## src/rtl/lb_pixel_packer.sv

```systemverilog
// -----------------------------------------------------------------------------
// lb_pixel_packer
//
// Feeds the line buffers. A byte-wide pixel stream arrives on a valid/ready
// handshake. Every four accepted pixels are packed into one 32-bit word, with
// the first pixel in bits [7:0]. The word is written to the line buffer
// selected by wr_sel using a single-cycle strobe. After a full line of
// LINE_BYTES/4 words, the block moves on to the next buffer. Completed lines
// are counted in lines_avail until the downstream window reader releases them.
// A new line is held off while every buffer still holds an unreleased line.
//
// Each word takes three phases:
//   FILL  : accept up to four bytes
//   WRITE : one-cycle strobe to the selected buffer
//   GAP   : dead cycle, so the buffer sees wr_en low between words
// Throughput is therefore at most 4 pixels per 6 cycles.
//
// Parameters
//   NUM_LB      number of line buffers driven (2..8)
//   LINE_BYTES  bytes per line, must be a multiple of 4
//   ROWS        lines per frame
//
// Ports
//   clk          system clock, rising edge
//   rst          synchronous active-high reset
//   pix_in       pixel byte
//   pix_valid    pix_in valid
//   pix_ready    pix_in is accepted this cycle when pix_valid is also high
//   lb_wr_en     one-hot write strobe; bit i addresses buffer i
//   lb_wr_data   packed word; first pixel in [7:0], fourth in [31:24]
//   lb_release   one-cycle pulse: the oldest completed line has been consumed
//   lines_avail  number of completed, unreleased lines
//   wr_sel       index of the buffer currently being filled
//   line_done    one-cycle pulse in the GAP cycle after the last word of a line
//   frame_done   one-cycle pulse together with line_done for line ROWS-1
//   err          sticky: a release arrived with nothing to release
//
// Downstream buffer write pointers must be reset by the same rst. A reset in
// mid-line discards the partial word and the partial line here, so the
// buffers must discard them too or alignment is lost.
// -----------------------------------------------------------------------------
module lb_pixel_packer #(
  parameter int NUM_LB     = 4,
  parameter int LINE_BYTES = 100,
  parameter int ROWS       = 100
) (
  input  logic              clk,
  input  logic              rst,
  input  logic [7:0]        pix_in,
  input  logic              pix_valid,
  output logic              pix_ready,
  output logic [NUM_LB-1:0] lb_wr_en,
  output logic [31:0]       lb_wr_data,
  input  logic              lb_release,
  output logic [3:0]        lines_avail,
  output logic [2:0]        wr_sel,
  output logic              line_done,
  output logic              frame_done,
  output logic              err
);

  localparam int WORDS  = LINE_BYTES / 4;
  localparam int WORD_W = (WORDS > 1) ? $clog2(WORDS) : 1;
  localparam int ROW_W  = (ROWS > 1) ? $clog2(ROWS) : 1;

  localparam logic [WORD_W-1:0] LAST_WORD = WORD_W'(WORDS - 1);
  localparam logic [ROW_W-1:0]  LAST_ROW  = ROW_W'(ROWS - 1);
  localparam logic [2:0]        LAST_SEL  = 3'(NUM_LB - 1);
  localparam logic [3:0]        LB_COUNT  = 4'(NUM_LB);

  typedef enum logic [1:0] {
    S_FILL  = 2'd0,
    S_WRITE = 2'd1,
    S_GAP   = 2'd2
  } state_t;

  state_t            state;
  logic [1:0]        byte_cnt;
  logic [WORD_W-1:0] word_cnt;
  logic [ROW_W-1:0]  row_cnt;

  // Lanes 0..2 of the word being assembled. Lane 3 comes straight from
  // pix_in when the fourth byte is accepted.
  logic [23:0]       pack_p0;

  logic              line_start;
  logic              start_blocked;
  logic              accept;
  logic              last_byte;
  logic              line_end;

  // ---------------------------------------------------------------------------
  // Helper functions
  // ---------------------------------------------------------------------------

  // Decode a buffer index into a one-hot strobe vector.
  function automatic logic [NUM_LB-1:0] sel_onehot(input logic [2:0] sel);
    logic [NUM_LB-1:0] oh;
    oh = '0;
    for (int i = 0; i < NUM_LB; i++) begin
      if (sel == 3'(i)) oh[i] = 1'b1;
    end
    return oh;
  endfunction

  // Next buffer index, wrapping from NUM_LB-1 back to 0.
  function automatic logic [2:0] sel_next(input logic [2:0] sel);
    return (sel == LAST_SEL) ? 3'd0 : sel + 3'd1;
  endfunction

  // Place one byte into lane 0..2 of the partial word.
  function automatic logic [23:0] lane_insert(input logic [23:0] pack,
                                              input logic [1:0]  lane,
                                              input logic [7:0]  pix);
    logic [23:0] r;
    r = pack;
    case (lane)
      2'd0:    r[7:0]   = pix;
      2'd1:    r[15:8]  = pix;
      2'd2:    r[23:16] = pix;
      default: r        = pack;
    endcase
    return r;
  endfunction

  // Occupancy update. A release in the same cycle as a line-end increment
  // cancels it. A lone release at zero is ignored here; err flags it.
  function automatic logic [3:0] avail_next(input logic [3:0] avail,
                                            input logic       inc,
                                            input logic       dec);
    logic [3:0] r;
    r = avail;
    if (inc && !dec) begin
      r = avail + 4'd1;
    end else if (dec && !inc && avail != 4'd0) begin
      r = avail - 4'd1;
    end
    return r;
  endfunction

  // ---------------------------------------------------------------------------
  // Handshake and control decode
  // ---------------------------------------------------------------------------
  always_comb begin
    line_start    = (byte_cnt == 2'd0) && (word_cnt == '0);
    // Equivalent to lines_avail + 1 > NUM_LB. At a line start, wr_sel points
    // at the buffer that would be overwritten, and that buffer is still
    // unreleased exactly when every buffer is occupied.
    start_blocked = line_start && (lines_avail >= LB_COUNT);
    pix_ready     = !rst && (state == S_FILL) && !start_blocked;
    accept        = pix_ready && pix_valid;
    last_byte     = (byte_cnt == 2'd3);
    line_end      = (state == S_WRITE) && (word_cnt == LAST_WORD);
  end

  // ---------------------------------------------------------------------------
  // Stage p0: partial-word assembly (data only, no reset needed)
  // ---------------------------------------------------------------------------
  // Stale lanes left after a reset are harmless. byte_cnt restarts at 0, so
  // every lane is rewritten before the next word is emitted.
  always_ff @(posedge clk) begin
    if (accept && !last_byte) begin
      pack_p0 <= lane_insert(pack_p0, byte_cnt, pix_in);
    end
  end

  // ---------------------------------------------------------------------------
  // Stage p1: FSM, write strobe, line/frame counters and occupancy
  // ---------------------------------------------------------------------------
  always_ff @(posedge clk) begin
    if (rst) begin
      state       <= S_FILL;
      byte_cnt    <= 2'd0;
      word_cnt    <= '0;
      row_cnt     <= '0;
      wr_sel      <= 3'd0;
      lines_avail <= 4'd0;
      lb_wr_en    <= '0;
      lb_wr_data  <= 32'd0;
      line_done   <= 1'b0;
      frame_done  <= 1'b0;
      err         <= 1'b0;
    end else begin
      lb_wr_en   <= '0;
      line_done  <= 1'b0;
      frame_done <= 1'b0;

      case (state)
        S_FILL: begin
          if (accept) begin
            // byte_cnt wraps back to 0 on the fourth byte.
            byte_cnt <= byte_cnt + 2'd1;
            if (last_byte) begin
              lb_wr_en   <= sel_onehot(wr_sel);
              lb_wr_data <= {pix_in, pack_p0};
              state      <= S_WRITE;
            end
          end
        end

        S_WRITE: begin
          state <= S_GAP;
          if (line_end) begin
            word_cnt  <= '0;
            wr_sel    <= sel_next(wr_sel);
            line_done <= 1'b1;
            // wr_sel keeps rotating across frames; only row_cnt wraps here.
            if (row_cnt == LAST_ROW) begin
              row_cnt    <= '0;
              frame_done <= 1'b1;
            end else begin
              row_cnt <= row_cnt + ROW_W'(1);
            end
          end else begin
            word_cnt <= word_cnt + WORD_W'(1);
          end
        end

        S_GAP: begin
          state <= S_FILL;
        end

        default: begin
          state <= S_FILL;
        end
      endcase

      // Release is honoured in every state, independent of the FSM.
      lines_avail <= avail_next(lines_avail, line_end, lb_release);
      if (lb_release && !line_end && lines_avail == 4'd0) begin
        err <= 1'b1;
      end
    end
  end

endmodule
```

## config.mk

```make
export PLATFORM = sky130hd
export DESIGN_NAME = lb_pixel_packer
export DESIGN_NICKNAME = d
export VERILOG_FILES = /design/src/rtl/lb_pixel_packer.sv
export SDC_FILE = /design/constraint.sdc
export NUM_CORES = 1
export LEC_CHECK = 0
export ABC_AREA = 1
export ABC_CLOCK_PERIOD_IN_PS = 2200
export BUFFER_PORTS_ARGS = -buffer_cell sky130_fd_sc_hd__buf_2
export CORE_ASPECT_RATIO = 0.9
export CORE_MARGIN = 5
export CORE_UTILIZATION = 50
export DETAILED_ROUTE_END_ITERATION = 10
export PLACE_DENSITY = 0.75
export SLEW_MARGIN = 0
export SYNTH_ARGS = -nofsm -noshare
export SYNTH_HDL_FRONTEND = slang
export SYNTH_SLANG_ARGS = --single-unit
export TNS_END_PERCENT = 30
```

## constraint.sdc

```tcl
create_clock -name clk -period 2.2 [get_ports clk]
set_clock_uncertainty 0.2 [all_clocks]
set_input_delay 0 -clock clk [delete_from_list [all_inputs] [get_ports clk]]
set_output_delay 0 -clock clk [all_outputs]
set_load 0.02 [all_outputs]
```

# Word-level counts from Yosys, hierarchy flattened
# Index checks and enable logic that the tools add are counted.
# Widths: inputs -> output; s select.
[word_totals] register_bits=86 inputBits=12 output_inout_bits=47 wordCells=84
[op_classes] add_sub_neg=6 n_lt_le_gt_ge=1 n_eq_ne=11 mux=14 n_bitwise=5 n_reduce_logical=33
[op_table] cell="$reduce_and 2->1" n=6
[op_table] cell="$logic_and 1x1->1" n=11
[op_table] cell="$mux 4" n=2
[op_table] cell="$add 7x1->7 const B" n=1
[op_table] cell="$eq 7x7->1 const B" n=1
[op_table] cell="$mux 7" n=1
[op_table] cell="$eq 3x2->1 const B" n=2
[op_table] cell="$mux 1" n=6
[op_table] cell="$add 5x1->5 const B" n=1
[op_table] cell="$eq 5x5->1 const B" n=1
[op_table] cell="$logic_not 1->1" n=5
[op_table] cell="$logic_not 5->1" n=1
[op_table] cell="$mux 5" n=1
[op_table] cell="$not 1->1" n=5
[op_table] cell="$add 4x1->4 const B" n=1
[op_table] cell="$eq 2x1->1 const B" n=2
[op_table] cell="$eq 2x2->1 const B" n=2
[op_table] cell="$ge 4x3->1 const B" n=1
[op_table] cell="$logic_not 2->1" n=2
[op_table] cell="$logic_not 4->1" n=1
[op_table] cell="$mux 2" n=2
[op_table] cell="$ne 2x2->1 const B" n=2
[op_table] cell="$pmux 2 s2" n=1
[op_table] cell="$reduce_bool 4->1" n=1
[op_table] cell="11 further kinds" n=11

# Depth between registers and ports, before layout
[depth] ltp_word=8 depth_mapped=16

# Worst setup path after synthesis
# OpenSTA, ideal clock, no wires.
[synth_timing] path_kind="register to register" start="register byte_cnt[0]" end="register pack_p0[0] (enable)" setup_time_ns=0.385 arrival_ns=1.922 t_required_ns=1.615 slack_ns=-0.308 stages_incl_launch_ff=9 n_path_buf=0 path_cell_list="dfxtp_1 inv_1 ha_1 nand2_1 nor2_1 nand3_1 and2_1 nand2_1 nor3b_1"
[synth_between] elab_chain_cells=8 elab_cells_between_ends=10
[synth_lines] item="start: declaration" line_no="78" text="logic [1:0] byte_cnt;"
[synth_lines] item="start signal: assignment" line_no="192" text="byte_cnt <= byte_cnt + 2'd1;"
[synth_lines] item="$logic_not 2->1" line_no="145" text="line_start = (byte_cnt == 2'd0) && (word_cnt == '0);"
[synth_lines] item="$logic_and 1x1->1" line_no="145"
[synth_lines] item="$logic_and 1x1->1" line_no="149" text="start_blocked = line_start && (lines_avail >= LB_COUNT);"
[synth_lines] item="$logic_not 1->1" line_no="150" text="pix_ready = !rst && (state == S_FILL) && !start_blocked;"
[synth_lines] item="$logic_and 1x1->1" line_no="150"
[synth_lines] item="via pix_ready" line_no="51" text="output logic pix_ready,"
[synth_lines] item="$logic_and 1x1->1" line_no="151" text="accept = pix_ready && pix_valid;"
[synth_lines] item="$logic_and 1x1->1" line_no="162" text="if (accept && !last_byte) begin"
[synth_lines] item="$reduce_and 2->1 (no source line)"
[synth_lines] item="end signal: assignment" line_no="163" text="pack_p0 <= lane_insert(pack_p0, byte_cnt, pix_in);"
[synth_lines] item="end: declaration" line_no="84" text="logic [23:0] pack_p0;"
# The timed path passes the listed nets, and every way through them passes these cells.
# A chain may end at the register's enable or synchronous reset.

# Worst setup path in the final report
[layout_timing] start="register word_cnt[1]" end="register lines_avail[3]"
[layout_between] elab_chain_cells=6 elab_cells_between_ends=8
[layout_lines] item="start: declaration" line_no="79" text="logic [WORD_W-1:0] word_cnt;"
[layout_lines] item="start signal: assignment" line_no="215" text="word_cnt <= word_cnt + WORD_W'(1);"
[layout_lines] item="$eq 5x5->1 *" line_no="153" text="line_end = (state == S_WRITE) && (word_cnt == LAST_WORD);"
[layout_lines] item="$logic_and 1x1->1 *" line_no="153"
[layout_lines] item="$logic_not 1->1" line_no="135" text="end else if (dec && !inc && avail != 4'd0) begin"
[layout_lines] item="$logic_and 1x1->1 (2 in a row)" line_no="135"
[layout_lines] item="$reduce_bool 2->1 (no source line)"
[layout_lines] item="end signal: assignment" line_no="229" text="lines_avail <= avail_next(lines_avail, line_end, lb_release);"
[layout_lines] item="end: declaration" line_no="55" text="output logic [3:0] lines_avail,"
# Mark *: on every way between the ends. The rest lies on a longest branch, timed or not.

==> insert_results.sql <==
INSERT INTO impl_metrics (metric_group, metric, value, unit) VALUES
('outcome', 'status', 'finished clean', ''),
('yosys', 'avgSynthCellArea', '8.36', 'sq um'),
('timing', 'fmax', '478', 'MHz'),
('yosys', 'synth_xor_xnor_area_share', '0.746', '%'),
('critical_path', 'critical_path.max_fanout', '4', ''),
('yosys', 'yosys_register_bits', '86', ''),
('yosys', 'leading_post_synthesis_cells_by_cell_area', 'sky130_fd_sc_hd__dfxtp_1 35%, sky130_fd_sc_hd__edfxtp_1 20%, sky130_fd_sc_hd__nand2_1 10%, sky130_fd_sc_hd__nor2_1 8.8%, sky130_fd_sc_hd__inv_1 6.2%', ''),
('cells_and_area', 'layout_filler_cell_count', '577', ''),
('yosys', 'synthDominantCellAreaShare', '35.3', '%'),
('yosys', 'synth_edf_count', '24', ''),
('route', 'vias_per_cell', '4.65', ''),
('cells_and_area', 'area_delta_synth_final', '24.6', '%'),
('timing', 'totalNegativeSetupSlack', '0', 'ns'),
('global_route', 'number_of_global_route_vias_before_repair', '2583', ''),
('pwr', 'power-per-cell-area', '816', 'nW/um^2'),
('die', 'starting_density_of_the_core', '50.5', '%'),
('critical_path', 'worst_r2r_startpoint', 'word_cnt[1]', ''),
('yosys', 'most_area_hungry_cell_type_in_the_yosys_netlist', 'sky130_fd_sc_hd__dfxtp_1', ''),
('yosys', 'yosysWarningCount', '0', ''),
('critical_path', 'cp-end-kind', 'flop', ''),
('cells_and_area', 'finalNetCount', '527', ''),
('die', 'chipHeight', '89.6', 'um'),
('worst_hold_path', 'worst_hold_startpoint', 'pix_in[2]', ''),
('job', 'maxCapViolations', '0', ''),
('pwr', 'finalPower', '3.58', 'mW'),
('clock_network', 'tritoncts_clock_tree', 'built', ''),
('die', 'floorplan.core_area', '6970', 'sq um'),
('global_route', 'gr-total-overflow', '0', ''),
('yosys', 'simple_gate_portion_of_the_synthesized_area', '26.2', '%'),
('critical_path', 'worst_path_required_time', '2.28', 'ns'),
('yosys', 'synth_top_family_by_area', 'simple AND/OR/NAND/NOR gates', ''),
('global_route', 'grt_first_pass_wirelength', '11800', 'um'),
('route', 'routed_wl', '7250', 'um'),
('global_route', 'initial_antenna_violation_count', '0', ''),
('clock_network', 'tritoncts_num_sinks', '86', ''),
('yosys', 'synthesis.instances', '421', ''),
('route', 'via_count', '2787', ''),
('place', 'placement.io_buffers', '58', ''),
('yosys', 'synth_cell_type_count', '29', ''),
('global_route', 'globalRouteTotalUtil', '16.7', '%'),
('yosys', 'synth-compound-area-share', '3.45', '%'),
('critical_path', 'cp_data_arrival_time', '2.17', 'ns'),
('clock_network', 'clockRootBuffer', 'sky130_fd_sc_hd__clkbuf_8', ''),
('yosys', 'commonest_cells_in_the_synthesized_netlist', '95 x sky130_fd_sc_hd__nand2_1, 83 x sky130_fd_sc_hd__nor2_1, 62 x sky130_fd_sc_hd__dfxtp_1', ''),
('critical_path', 'worst_r2r_endpoint', 'lines_avail[3]', ''),
('worst_hold_path', 'worstHoldPathType', 'input pin to flop', ''),
('cells_and_area', 'drive_above_1_share', '24.1', '%'),
('die', 'die_ar', '8820', 'sq um'),
('timing', 'finalHoldViolCount', '0', ''),
('timing', 'maxSlewHeadroom', '72.0', '%'),
('worst_hold_path', 'min_delay_worst_endpoint', 'pack_p0[18]', ''),
('cells_and_area', 'multi_input_comb_area', '1330', 'sq um'),
('yosys', 'yosysMostFrequentCell', 'sky130_fd_sc_hd__nand2_1', ''),
('die', 'die_w', '98.5', 'um'),
('clock_network', 'cts.reportedPaths.clkPinSlew', '0.08', 'ns'),
('critical_path', 'critPathKind', 'flop to flop', ''),
('route', 'postRouteAntennaNets', '0', ''),
('cells_and_area', 'ff_latch_area', '1970', 'sq um'),
('die', 'boundaryPins', '59', ''),
('route', 'avgRoutedWirePerCell', '12.1', 'um'),
('yosys', 'synth_fa_ha_area_share', '5.19', '%'),
('timing', 'holdWs', '0.237', 'ns'),
('timing', 'worst-slew-pin-transition', '0.420', 'ns'),
('critical_path', 'crit_path_start_kind', 'flop', ''),
('global_route', 'grt_start_max_net_pins', '70', ''),
('yosys', 'synth.mux.area_fraction', '0', '%'),
('place', 'routabilityCongestion', '0.800', ''),
('cells_and_area', 'instances_no_fill', '599', ''),
('yosys', 'postSynthNetCount', '447', ''),
('cells_and_area', 'insertedDiodeCount', '0', ''),
('place', 'placed_cells_incl_taps', '567', '');
placed cells by master (no fill, tap or decap), types with 2 or more instances in the layout:
| master | count |
|---|---|
| sky130_fd_sc_hd__nand2_1 | 91 |
| sky130_fd_sc_hd__nor2_1 | 81 |
| sky130_fd_sc_hd__dfxtp_1 | 58 |
| sky130_fd_sc_hd__buf_2 | 58 |
| sky130_fd_sc_hd__inv_1 | 56 |
| sky130_fd_sc_hd__edfxtp_1 | 24 |
| sky130_fd_sc_hd__nand3_1 | 17 |
| sky130_fd_sc_hd__buf_4 | 12 |
| sky130_fd_sc_hd__clkbuf_8 | 11 |
| sky130_fd_sc_hd__dlygate4sd3_1 | 11 |
| sky130_fd_sc_hd__ha_1 | 10 |
| sky130_fd_sc_hd__nor2_2 | 9 |
| sky130_fd_sc_hd__o21ai_0 | 9 |
| sky130_fd_sc_hd__a21oi_1 | 8 |
| sky130_fd_sc_hd__nand2_2 | 6 |
| sky130_fd_sc_hd__inv_2 | 6 |
| sky130_fd_sc_hd__nand4_1 | 4 |
| sky130_fd_sc_hd__nor3_1 | 4 |
| sky130_fd_sc_hd__dfxtp_2 | 4 |
| sky130_fd_sc_hd__nor3b_2 | 3 |
| sky130_fd_sc_hd__ha_4 | 3 |
| sky130_fd_sc_hd__xnor2_1 | 2 |
| sky130_fd_sc_hd__o21bai_1 | 2 |
cell families (layout without fill, tap and decap cells):
group / Yosys count / in the layout
buffers and inverters: 75 / 160
AO/OA/AOI/OAI: 22 / 22
adder cells (fa/ha/maj): 14 / 14
XOR/XNOR: 3 / 3
flip-flops: 86 / 86
AND/OR/NAND/NOR: 221 / 221
layer usage:
| layer | global-route usage [%] | part of all wire, % | vias to the layer above |
|---|---|---|---|
| met4 | 4.47 | 0.63 | 0 |
| met2 | 27.6 | 47 | 79 |
| met5 | 0 | 0 | - |
| li1 | - | - | 1448 |
| met3 | 5.56 | 6.5 | 6 |
| met1 | 21.3 | 46 | 1254 |
sequential cells by signal (all words and copies together) (netlist names):
signal and cells:
byte_cnt 2, err 1, frame_done 1, lb_wr_data 32, lb_wr_en 4, line_done 1
lines_avail 4, pack_p0 24, row_cnt 7, state 2, word_cnt 5, wr_sel 3
worst max-delay path: stages, from the launching register on:
cell                      delay [ns]
sky130_fd_sc_hd__dfxtp_2        0.33
sky130_fd_sc_hd__inv_2          0.08
sky130_fd_sc_hd__ha_4           0.14
sky130_fd_sc_hd__nand2_2        0.05
sky130_fd_sc_hd__nor2_2         0.09
sky130_fd_sc_hd__nand2_2        0.07
sky130_fd_sc_hd__inv_2          0.08
sky130_fd_sc_hd__nand2_4        0.07
sky130_fd_sc_hd__ha_4           0.26
sky130_fd_sc_hd__nand2_2        0.07
sky130_fd_sc_hd__nor2_2         0.04
sky130_fd_sc_hd__nor2_2         0.13
sky130_fd_sc_hd__nand4_1        0.15
sky130_fd_sc_hd__nand3_1        0.12
sky130_fd_sc_hd__nand2_1        0.06
sky130_fd_sc_hd__nor2_1         0.10
through the flow:
step	worst slack [ns]	instance area, sq um
6_report	0.108	4390
5_1_grt	-0.0232	4390
3_5_place_dp	-0.00486	3940
2_1_floorplan	-0.0626	3540
3_3_place_gp	0.0836	3940
4_1_cts	0.0267	4290
power by group:
| group | leakage, nW | switching (mW) | internal (mW) | total [mW] |
|---|---|---|---|---|
| Combinational | 1.35 | 0.372 | 0.233 | 0.604 |
| Sequential | 0.720 | 0.0654 | 1.72 | 1.78 |
| Clock | 0.112 | 0.534 | 0.656 | 1.19 |
| Total | 2.18 | 0.971 | 2.61 | 3.58 |
worst max path at each step:
stage	slack, ns	end	from
6_report	0.11	lines_avail[3]	word_cnt[1]
5_1_grt	-0.02	lines_avail[2]	word_cnt[1]
4_1_cts	0.03	lines_avail[3]	word_cnt[1]
3_5_place_dp	-0.005	lines_avail[3]	word_cnt[1]
3_3_place_gp	0.08	lines_avail[3]	word_cnt[0]
2_1_floorplan	-0.06	pack_p0[0]	byte_cnt[0]
timing repair:
item	4_1_cts	5_1_grt
buffers inserted	0	5
hold buffers	11	0
resized for setup	1	18
endpoints found under the setup margin	1	26
endpoints found under the hold margin	46	0
pin swaps	0	8
final cells by class:
class                           count  area share, %
Multi-Input combinational cell    260           30.4
Tap cell                           93           2.65
Sequential cell                    86           44.8
Clock inverter                      4           1.14
Timing Repair Buffer               82           11.6
Clock buffer                       12           4.02
Inverter                           62           5.31
No activity file was read; power rests on OpenSTA's default activity.
